[src/rtl/key_debounce.sv]
// -----------------------------------------------------------------------------
// key_debounce
//
// Five-channel push-button conditioner that feeds the tone/beeper stage. Each
// raw, bouncing, active-low key is synchronised into clk and then debounced
// on its own. No channel depends on another.
//
// Ports
//   clk          system clock (single domain)
//   rst_n        synchronous active-low reset
//   key[4:0]     raw active-low buttons, asynchronous to clk
//   key_state    debounced active-low levels, registered
//   key_press    one-cycle pulse when key_state[i] is accepted going 1->0
//   key_release  one-cycle pulse when key_state[i] is accepted going 0->1
//   led          per-key toggle; bit i inverts on every key_press[i]
//
// Latency: a new level that is held stable and first sampled at edge E0
// appears on key_state at E0 + DEBOUNCE_CYCLES + 1. That is two synchroniser
// edges plus DEBOUNCE_CYCLES-1 counting edges. The accepting edge is the
// DEBOUNCE_CYCLES-th consecutive mismatch.
// -----------------------------------------------------------------------------
module key_debounce #(
   parameter int unsigned DEBOUNCE_CYCLES = 1_000_000,
   parameter int unsigned CNT_W           = 24
) (
   input  logic       clk,
   input  logic       rst_n,
   input  logic [4:0] key,
   output logic [4:0] key_state,
   output logic [4:0] key_press,
   output logic [4:0] key_release,
   output logic [4:0] led
);

   localparam int unsigned NUM_KEYS = 5;

   // The last count value before a mismatching level is accepted.
   localparam logic [CNT_W-1:0] CNT_TC = CNT_W'(DEBOUNCE_CYCLES - 1);

   logic [NUM_KEYS-1:0] sync1;
   logic [NUM_KEYS-1:0] sync2;
   logic [CNT_W-1:0]    cnt [NUM_KEYS];

   always_ff @(posedge clk) begin
      if (!rst_n) begin
         sync1       <= '1;
         sync2       <= '1;
         key_state   <= '1;
         key_press   <= '0;
         key_release <= '0;
         led         <= '0;
         for (int i = 0; i < NUM_KEYS; i++) begin
            cnt[i] <= '0;
         end
      end else begin
         sync1 <= key;
         sync2 <= sync1;

         // Pulses default low. They are raised only at an accepting edge.
         key_press   <= '0;
         key_release <= '0;

         for (int i = 0; i < NUM_KEYS; i++) begin
            if (sync2[i] == key_state[i]) begin
               // Any matching sample restarts the qualification window.
               cnt[i] <= '0;
            end else if (cnt[i] != CNT_TC) begin
               cnt[i] <= cnt[i] + CNT_W'(1);
            end else begin
               // The counter never passes CNT_TC. It clears at acceptance,
               // so it cannot wrap.
               cnt[i]       <= '0;
               key_state[i] <= sync2[i];
               if (!sync2[i]) begin
                  key_press[i] <= 1'b1;
                  led[i]       <= ~led[i];
               end else begin
                  key_release[i] <= 1'b1;
               end
            end
         end
      end
   end

endmodule

[config.mk]
export PLATFORM = sky130hd
export DESIGN_NAME = key_debounce
export DESIGN_NICKNAME = d
export VERILOG_FILES = /design/src/rtl/key_debounce.sv
export SDC_FILE = /design/constraint.sdc
export NUM_CORES = 1
export LEC_CHECK = 0
export CAP_MARGIN = 40
export CORE_ASPECT_RATIO = 2
export CORE_UTILIZATION = 30
export DETAILED_ROUTE_END_ITERATION = 8
export PLACE_DENSITY_LB_ADDON = 0.08
export RECOVER_POWER = 25
export SLEW_MARGIN = 20
export SYNTH_ARGS = -nofsm -noshare
export SYNTH_HDL_FRONTEND = slang
export SYNTH_SLANG_ARGS = --single-unit
[constraint.sdc]
create_clock -name clk -period 2.7 [get_ports clk]
set_clock_uncertainty 0.1 [all_clocks]
set_input_delay 0.675 -clock clk [delete_from_list [all_inputs] [get_ports clk]]
set_output_delay 0.675 -clock clk [all_outputs]
set_load 0.02 [all_outputs]
Word-level counts from Yosys, hierarchy flattened

Memories as Yosys holds them, arrays and structs flattened.
Index checks and enable logic that the tools add are counted.

Bitwise gates (word level): 36
Reductions and logical operators: 15
Multiplexer cells: 81
Equality and inequality tests: 10
Add/subtract/negate cells: 5

Operator list:

| kind                    | count |
|---|---|
| $mux W24                | 15 |
| $add A24 B1 Y24 const B | 5 |
| $ne A24 B20 Y1 const B  | 5 |
| $mux W1                 | 66 |
| $not A1 Y1              | 21 |
| $or A1 B1 Y1            | 15 |
| $reduce_and A3 Y1       | 5 |
| $reduce_or A3 Y1        | 5 |
| $reduce_and A2 Y1       | 5 |
| $eq A1 B1 Y1            | 5 |

Input port bits: 7
Flip-flop bits (word level): 30
Bits in writable memories: 120
Memories kept: 1
Logic and storage cells: 170
Output and inout port bits: 20

Memory list:

| name | depth | bits a word | rd ports | clocked after Yosys merged registers in | write ports | line | source |
|---|---|---|---|---|---|---|---|
| cnt  | 5     | 24          | 5        | 0                                       | 5           | 42   | `logic [CNT_W-1:0] cnt [NUM_KEYS];` |

Longest topological paths before layout

Gate-level depths: netlist of run 1.

Word-level depth: 7
Gate-level depth with buffers: 7
Gate-level depth less buffers: 5

Worst setup path before layout of run 1

No wires, ideal clock.

Path kind: flip-flop to flip-flop
From: mem cnt[4][0]
To: mem cnt[4][10], data pin
Clock period less this slack: 2.283 ns
Path slack: 0.417 ns
Data required time: 2.343 ns
Data arrival time: 1.926 ns
Stages on the path, launching flop included: 8
Path buffers: 2
Setup time: 0.257 ns
Cell sequence: edfxtp_1 ha_1 nand3_2 or4_1 clkbuf_1 o21bai_1 buf_2 nor2_1

RTL lines:

| element            | line |
|---|---|
| start: declaration | 42 |

==> qor.yml, run 1 <==
detailed_routing:
  post_drt_via_cell_ratio: 4.75
  vias: 6035
  drtIter0Drc: 207
  wire_per_inst_um: 13.9
  wirelength_um: 17600
  post-route-drc-count: 0
  ant_nets: 0
  drt_pre_antenna_iters: 4
global_routing:
  grt_max_degree: 25
  grt_first_pass_wirelength_um: 29300
  grt_use_total_pct: 14.5
  antenna_found_initial: 0
  grt_overflow: 0
  grt_pass1_vias: 5970
synthesis:
  yosys_register_bits: 150
  synth_area_mm2: 0.00781
  synth_ff_type: "edfxtp_1"
  avgSynthCellArea_um2: 10.3
  yosysWarnings: 0
  synth_commonest_cells: "120 x edfxtp_1, 78 x nor2_1, 55 x a21oi_1"
  synth.area.top_cells: "edfxtp_1 46%, dfxtp_1 7.7%, nor2_1 3.8%"
  synth_top_area_share_pct: 46.2
  yosysMostFrequentCell: "edfxtp_1"
  synth_top_cell_by_area: "edfxtp_1"
  syn_inst: 758
  ys_seq_area_share_pct: 53.9
  synth_async_sr_flop_share_pct: 0
  synth.distinct_cells: 45
  synth_edf_count: 120
layout:
  insertedDiodeCount: 0
  fin_nets: 930
  final_area_mm2: 0.00969
  fillerInstances: 2647
  area_growth_pct: 24.1
  instances_no_fill: 1271
  drive_above_1_share_pct: 7.09
clocking:
  path_clk_slew_ns: 0.06
  clock_latency_ns: 0.44
  cts_root_buf: "clkbuf_16"
  cts_tree: "yes"
  clock_path_buffers: 2
  cts_made_buffers: 17
  cts.repair.resized: 0
  h-tree-depth: 4
  clock_sinks: 150
  cts_setup_buffers: 0
  ctsHoldBuffers: 0
sta:
  max_freq_ghz: 0.421
  drv_slew: 0
  fin_setup_tns_ns: 0
  setup_viol: 0
  hold_viol: 0
  relSlewSlack_pct: 54.3
  postLayoutSetupSlackWorst_ns: 0.326
  rsz0062_at_grt: "no"
  worst_pin_slew_ns: 0.686
  fin_crit_sh_pct: 87.9
  timing.final.crit_period_ns: 2.37
floorplan:
  initial_core_util_pct: 30.4
  fp.dieH_um: 230
  core_area_mm2: 0.0257
  row_count: 83
  die_area_mm2: 0.0267
  die_w_um: 116
  pin_count: 27
power:
  leakage_uw: 0.00329
  p_seq_share_pct: 48.4
  power_frac_comb_pct: 3.7
  power_density_mw_per_mm2: 570
  p_sw_uw: 1160
  netSwitchingFraction_pct: 21.0
  ir_drop_mv: 0.332
  p_int_uw: 4370
  p_clk_share_pct: 47.9
place:
  gp_congestion: 0.761
  place.detailed.hpwl_um: 12900
  post_dp_cell_area_mm2: 0.00906
  post-place-cells: 1239
  pre_cts_ws_ns: 0.310
  port_buffers: 26
outcome:
  status: "finished clean"
worst_hold_path:
  whs_path_depth: 1
  holdPathEnd: "sync2[1]$_SDFF_PN1_"
  min-delay-start: "sync1[1]$_SDFF_PN1_"
  min_path_type: "reg2reg"
critical_path:
  timing.rr.end: "cnt[4][5]$_SDFFCE_PP0P_"
  worstSetupStartpointType: "flip-flop"
  worstSetupEndpointType: "flip-flop"
  cp_max_fo: 23
  r2r_start: "cnt[4][0]$_SDFFCE_PP0P_"
  regToRegSetupSlack_ns: 0.33
  reg2regPathDepth: 6
  arrival_ns: 2.46
  crit_type: "reg2reg"
  required_ns: 2.78
  worstSetupStartpoint: "cnt[4][0]$_SDFFCE_PP0P_"
job:
  drv_cap: 0
## layout by cell type (no fill, tap or decap), types with 23 or more instances in the layout
| cell type | n |
|---|---|
| xnor2_1 | 32 |
| nor2_1 | 78 |
| nand4_1 | 33 |
| conb_1 | 120 |
| edfxtp_1 | 120 |
| dfxtp_1 | 30 |
| xor2_1 | 29 |
| o31ai_1 | 28 |
| nand2_1 | 47 |
| or4_1 | 33 |
| o21ai_0 | 33 |
| inv_1 | 23 |
| or3_1 | 26 |
| a21oi_1 | 55 |
| nand3_1 | 41 |
## power by group through the flow
stage,registers [uW],logic (uW),clock network [uW]
floorplan,2690,146,0
global placement,2720,202,0
detailed placement,2730,202,0
CTS,2680,203,2750
global route,2690,234,2820
finish,2680,202,2650
## area by class of cell
cell class,count,area [um2],area share (%)
repair buffers,52,494,5.10
multi-input cells,674,3830,39.5
well taps,340,425,4.39
clock buffers,22,474,4.89
clock inverters,10,174,1.79
inverters,23,86.3,0.891
flip-flops and latches,150,4200,43.4
## flip-flops by register name, summed over array words and instances, names as in the netlist
register	cells
cnt	120
key_press	5
key_release	5
key_state	5
led	5
sync1	5
sync2	5
## per-stage QoR
stage	total power (uW)	hold slack (ns)	utilization (%)
2_1_floorplan	2840	0.286	-
3_3_place_gp	2930	0.298	35.3
3_5_place_dp	2930	0.297	35.3
4_1_cts	5630	0.313	37.8
5_1_grt	5750	0.327	37.8
6_report	5530	0.311	37.8
## worst max path at each step
stage | to | slack (ns) | depth (start not counted)
after CTS | cnt[1][19]$_SDFFCE_PP0P_ | 0.30 | 5
after detailed placement | cnt[1][19]$_SDFFCE_PP0P_ | 0.31 | 5
after global routing | cnt[4][6]$_SDFFCE_PP0P_ | 0.17 | 6
final | cnt[4][5]$_SDFFCE_PP0P_ | 0.33 | 6
after global placement | cnt[1][20]$_SDFFCE_PP0P_ | 0.28 | 5
after floorplan | cnt[4][10]$_SDFFCE_PP0P_ | 0.42 | 7
## worst max-delay path, stage by stage, from the launching register on
cell,delay [ns]
edfxtp_1,0.40
ha_1,0.21
nand3_1,0.20
or4_1,0.64
o21bai_1,0.18
buf_4,0.29
nor2_1,0.09
## routing by layer
layer	track usage [%]	wire length, um
met2	26.6	9550
met4	7.89	600
met3	3.29	442
met1	14.8	7030
met5	0	0
## logic make-up (layout without fill, tap and decap cells)
| logic type | Yosys count | after routing | share of synthesized area (%) |
|---|---|---|---|
| xor gates and xnor gates | 61 | 61 | 6.84 |
| other | 1 | 120 | 0.0480 |
| DFF | 150 | 150 | 53.9 |
| and+or+nand+nor | 359 | 359 | 25.8 |
| buffers and inverters | 53 | 107 | 2.80 |
| adders and majority gates | 5 | 5 | 0.801 |
| AOI/OAI and AO/OA | 129 | 129 | 9.84 |
Power figures use the tool's default switching activity.
==> run 2: changes to the inputs <==
SLEW_MARGIN = default   (was 20)
==> results of run 2 <==
No change in the layout: final DEF, timing and power equal those of run 1.
==> run 3: changes to the inputs <==
ABC_AREA = 1   (was default)
CORE_UTILIZATION = 53   (was 30)
==> qor.yml, run 3 <==
outcome:
  status: "finished clean"  # unchanged
layout:
  area_growth_pct: 15.9  # was 24.1%
  drive_above_1_share_pct: 6.54  # was 7.09%
  fin_nets: 1298  # was 930
  top_register: "cnt"  # unchanged
  multi_input_area_mm2: 0.00449  # was 0.00383 mm2
  final_util_pct: 63.0  # was 37.8%
  insertedDiodeCount: 0  # unchanged
  final_common_cell: "nand2_1"
  seqCellArea_mm2: 0.00420  # unchanged
  final_cell_mix: "275 x nand2_1, 230 x nor2_1, 120 x edfxtp_1, 120 x conb_1, 118 x inv_1"  # was 120 x edfxtp_1, 120 x conb_1, 78 x nor2_1
  largest_reg_flops: 120  # unchanged
  fillerInstances: 1498  # was 2647
  instances_no_fill: 1503  # was 1271
global_routing:
  grt_use_total_pct: 24.9  # was 14.5%
  grt_first_pass_wirelength_um: 33600  # was 29300 um
  grt_max_degree: 25  # unchanged
  busiest_layer: "met2"  # unchanged
  grt_use_met2_pct: 48.1  # was 26.6%
  met1_usage_pct: 24.5  # was 14.8%
  antenna_found_initial: 0  # unchanged
  grtUsageMet3_pct: 3.37  # was 3.29%
  grt_pass1_vias: 7658  # was 5970
  grt_overflow: 0  # unchanged
detailed_routing:
  drt_pre_antenna_iters: 5  # was 4
  wirelength_um: 20200  # was 17600 um
  drtIter0Drc: 393  # was 207
  post-route-drc-count: 0  # unchanged
  post_drt_via_cell_ratio: 5.12  # was 4.75
  wire_per_inst_um: 13.4  # was 13.9 um
  vias: 7692  # was 6035
  ant_nets: 0  # unchanged
place:
  port_buffers: 26  # unchanged
  place.detailed.hpwl_um: 15300  # was 12900 um
  post-place-cells: 1471  # was 1239
  gp_congestion: 0.925  # was 0.761
clocking:
  h-tree-depth: 4  # unchanged
  cts.repair.resized: 0  # unchanged
  cts_tree: "yes"  # unchanged
  clock_path_buffers: 2  # unchanged
  path_clk_slew_ns: 0.07  # was 0.06 ns
  cts_made_buffers: 17  # unchanged
  cts_root_buf: "clkbuf_16"  # unchanged
  ctsHoldBuffers: 0  # unchanged
  cts_setup_buffers: 0  # unchanged
  clock_latency_ns: 0.43  # was 0.44 ns
  clock_sinks: 150  # unchanged
synthesis:
  synth_top_cell_by_area: "edfxtp_1"  # unchanged
  yosysWarnings: 0  # unchanged
  synth_async_sr_flop_share_pct: 0  # unchanged
  synth.distinct_cells: 36  # was 45
  yosysMostFrequentCell: "nand2_1"  # was edfxtp_1
  avgSynthCellArea_um2: 7.86  # was 10.3 um2
  synth.area.top_cells: "edfxtp_1 41%, nand2_1 12%, nor2_1 9.5%"  # was edfxtp_1 46%, dfxtp_1 7.7%, nor2_1 3.8%
  synth_area_mm2: 0.00889  # was 0.00781 mm2
  yosys_register_bits: 150  # unchanged
  synth_ff_type: "edfxtp_1"  # unchanged
  ys_seq_area_share_pct: 47.3  # was 53.9%
  synth_top_area_share_pct: 40.5  # was 46.2%
  synth_commonest_cells: "275 x nand2_1, 224 x nor2_1, 120 x edfxtp_1"  # was 120 x edfxtp_1, 78 x nor2_1, 55 x a21oi_1
  syn_inst: 1131  # was 758
  synth_edf_count: 120  # unchanged
sta:
  rsz0062_at_grt: "no"  # unchanged
  drv_slew: 0  # unchanged
  setup_viol: 0  # unchanged
  hold_viol: 0  # unchanged
  relSlewSlack_pct: 61.0  # was 54.3%
  fin_crit_sh_pct: 84.5  # was 87.9%
  max_freq_ghz: 0.438  # was 0.421 GHz
  fin_setup_tns_ns: 0  # unchanged
  worst_pin_slew_ns: 0.584  # was 0.686 ns
  timing.final.crit_period_ns: 2.28  # was 2.37 ns
job:
  drv_cap: 0  # unchanged
floorplan:
  initial_core_util_pct: 54.4  # was 30.4%
  die_w_um: 93.6  # was 116 um
  pin_count: 27  # unchanged
  die_area_mm2: 0.0173  # was 0.0267 mm2
  fp.dieH_um: 185  # was 230 um
  row_count: 66  # was 83
  core_area_mm2: 0.0164  # was 0.0257 mm2
critical_path:
  cp_max_fo: 5  # was 23
  arrival_ns: 1.51  # was 2.46 ns
  path_delay_family: "buffers and inverters"  # was simple AND/OR/NAND/NOR gates
  crit_type: "reg2out"  # was reg2reg
  worstSetupEndpointType: "output port"  # was flip-flop
  crit_buf_inv: 1  # unchanged
  worstPathCellList: "clkdlybuf4s50_1"  # was ha_1, nand3_1, or4_1, o21bai_1, buf_4, nor2_1
  slowest_delay_ns: 0.65  # was 0.64 ns
  crit_path_top_delay_cell: "clkdlybuf4s50_1"  # was or4_1
  required_ns: 1.92  # was 2.78 ns
  worstSetupStartpointType: "flip-flop"  # unchanged
power:
  ir_drop_mv: 0.384  # was 0.332 mV
  leakage_uw: 0.00396  # was 0.00329 uW
  power_density_mw_per_mm2: 522  # was 570 mW/mm2
worst_hold_path:
  min_path_type: "reg2reg"  # unchanged
run 3: cell count changes after synthesis, sizes merged, moves of 15 or more:
cell	previous run	this run
or2	0	19
nor3	14	30
nor4	20	0
clkbuf	20	2
nand3	43	77
nand3b	0	15
xnor2	32	14
o21ai	34	14
inv	23	124
or4	36	0
or3	28	2
nor2	78	241
o31ai	29	2
nand2	47	284
run 3: cell families (layout without fill, tap and decap cells):
group                      after synthesis  after routing  synth area share [%]
and+or+nand+nor                        716            716                  36.7
DFF                                    150            150                  47.3
buffers and inverters                  137            186                  6.55
AOI/OAI and AO/OA                       81             81                  4.69
xor gates and xnor gates                41             41                  4.04
adders and majority gates                5              5                 0.704
other                                    1            120                0.0422
run 3: area by class of cell:
type                       instances  share of cell area, %
multi-input combinational        963                   43.6
sequential                       150                   40.8
inverter                         124                   4.52
clock buffer                      17                   4.13
timing repair buffer              30                   2.74
tap                              204                   2.48
clock inverter                    15                   1.74
run 3: final timing paths:
kind | startpoint | to | slack [ns] | cells after the start
setup / recovery | key_state[0]$_SDFFE_PN1N_ | key_state[0] | 0.42 | 1
hold / removal | sync1[0]$_SDFF_PN1_ | sync2[0]$_SDFF_PN1_ | 0.31 | 1
setup reg to reg | cnt[1][0]$_SDFFCE_PP0P_ | cnt[1][8]$_SDFFCE_PP0P_ | 0.43 | 8
hold reg to reg | sync1[0]$_SDFF_PN1_ | sync2[0]$_SDFF_PN1_ | 0.31 | 1
run 3: where the power goes:
part	switching, uW	leakage [uW]	internal [uW]
Combinational	162	0.00217	79.1
Sequential	97.7	0.00148	2580
Clock	1050	0.000300	1400
run 3: worst reg2reg max path, cell delays in order (launching register included):
cell      delay [ns]
edfxtp_1        0.38
ha_1            0.28
nand2_2         0.08
nor2_1          0.40
nand2_1         0.13
nor2_2          0.14
nand2_1         0.13
nand2_4         0.26
a21oi_1         0.10
run 3: per-stage QoR:
stage / cell area (um2) / total power, uW / setup slack, ns / hold WS (ns)
floorplan: 9340 / 2890 / 0.956 / 0.293
global placement: 9760 / 2960 / 0.209 / 0.297
detailed placement: 9760 / 2960 / 0.147 / 0.298
CTS: 10400 / 5430 / 0.392 / 0.305
global route: 10300 / 5550 / 0.187 / 0.328
finish: 10300 / 5380 / 0.418 / 0.308
run 3: routing by layer:
layer | wire [um] | vias up
met1 | 7530 | 3512
met2 | 11000 | 185
met5 | 0 | -
met3 | 596 | 81
met4 | 979 | 0
li1 | - | 3914
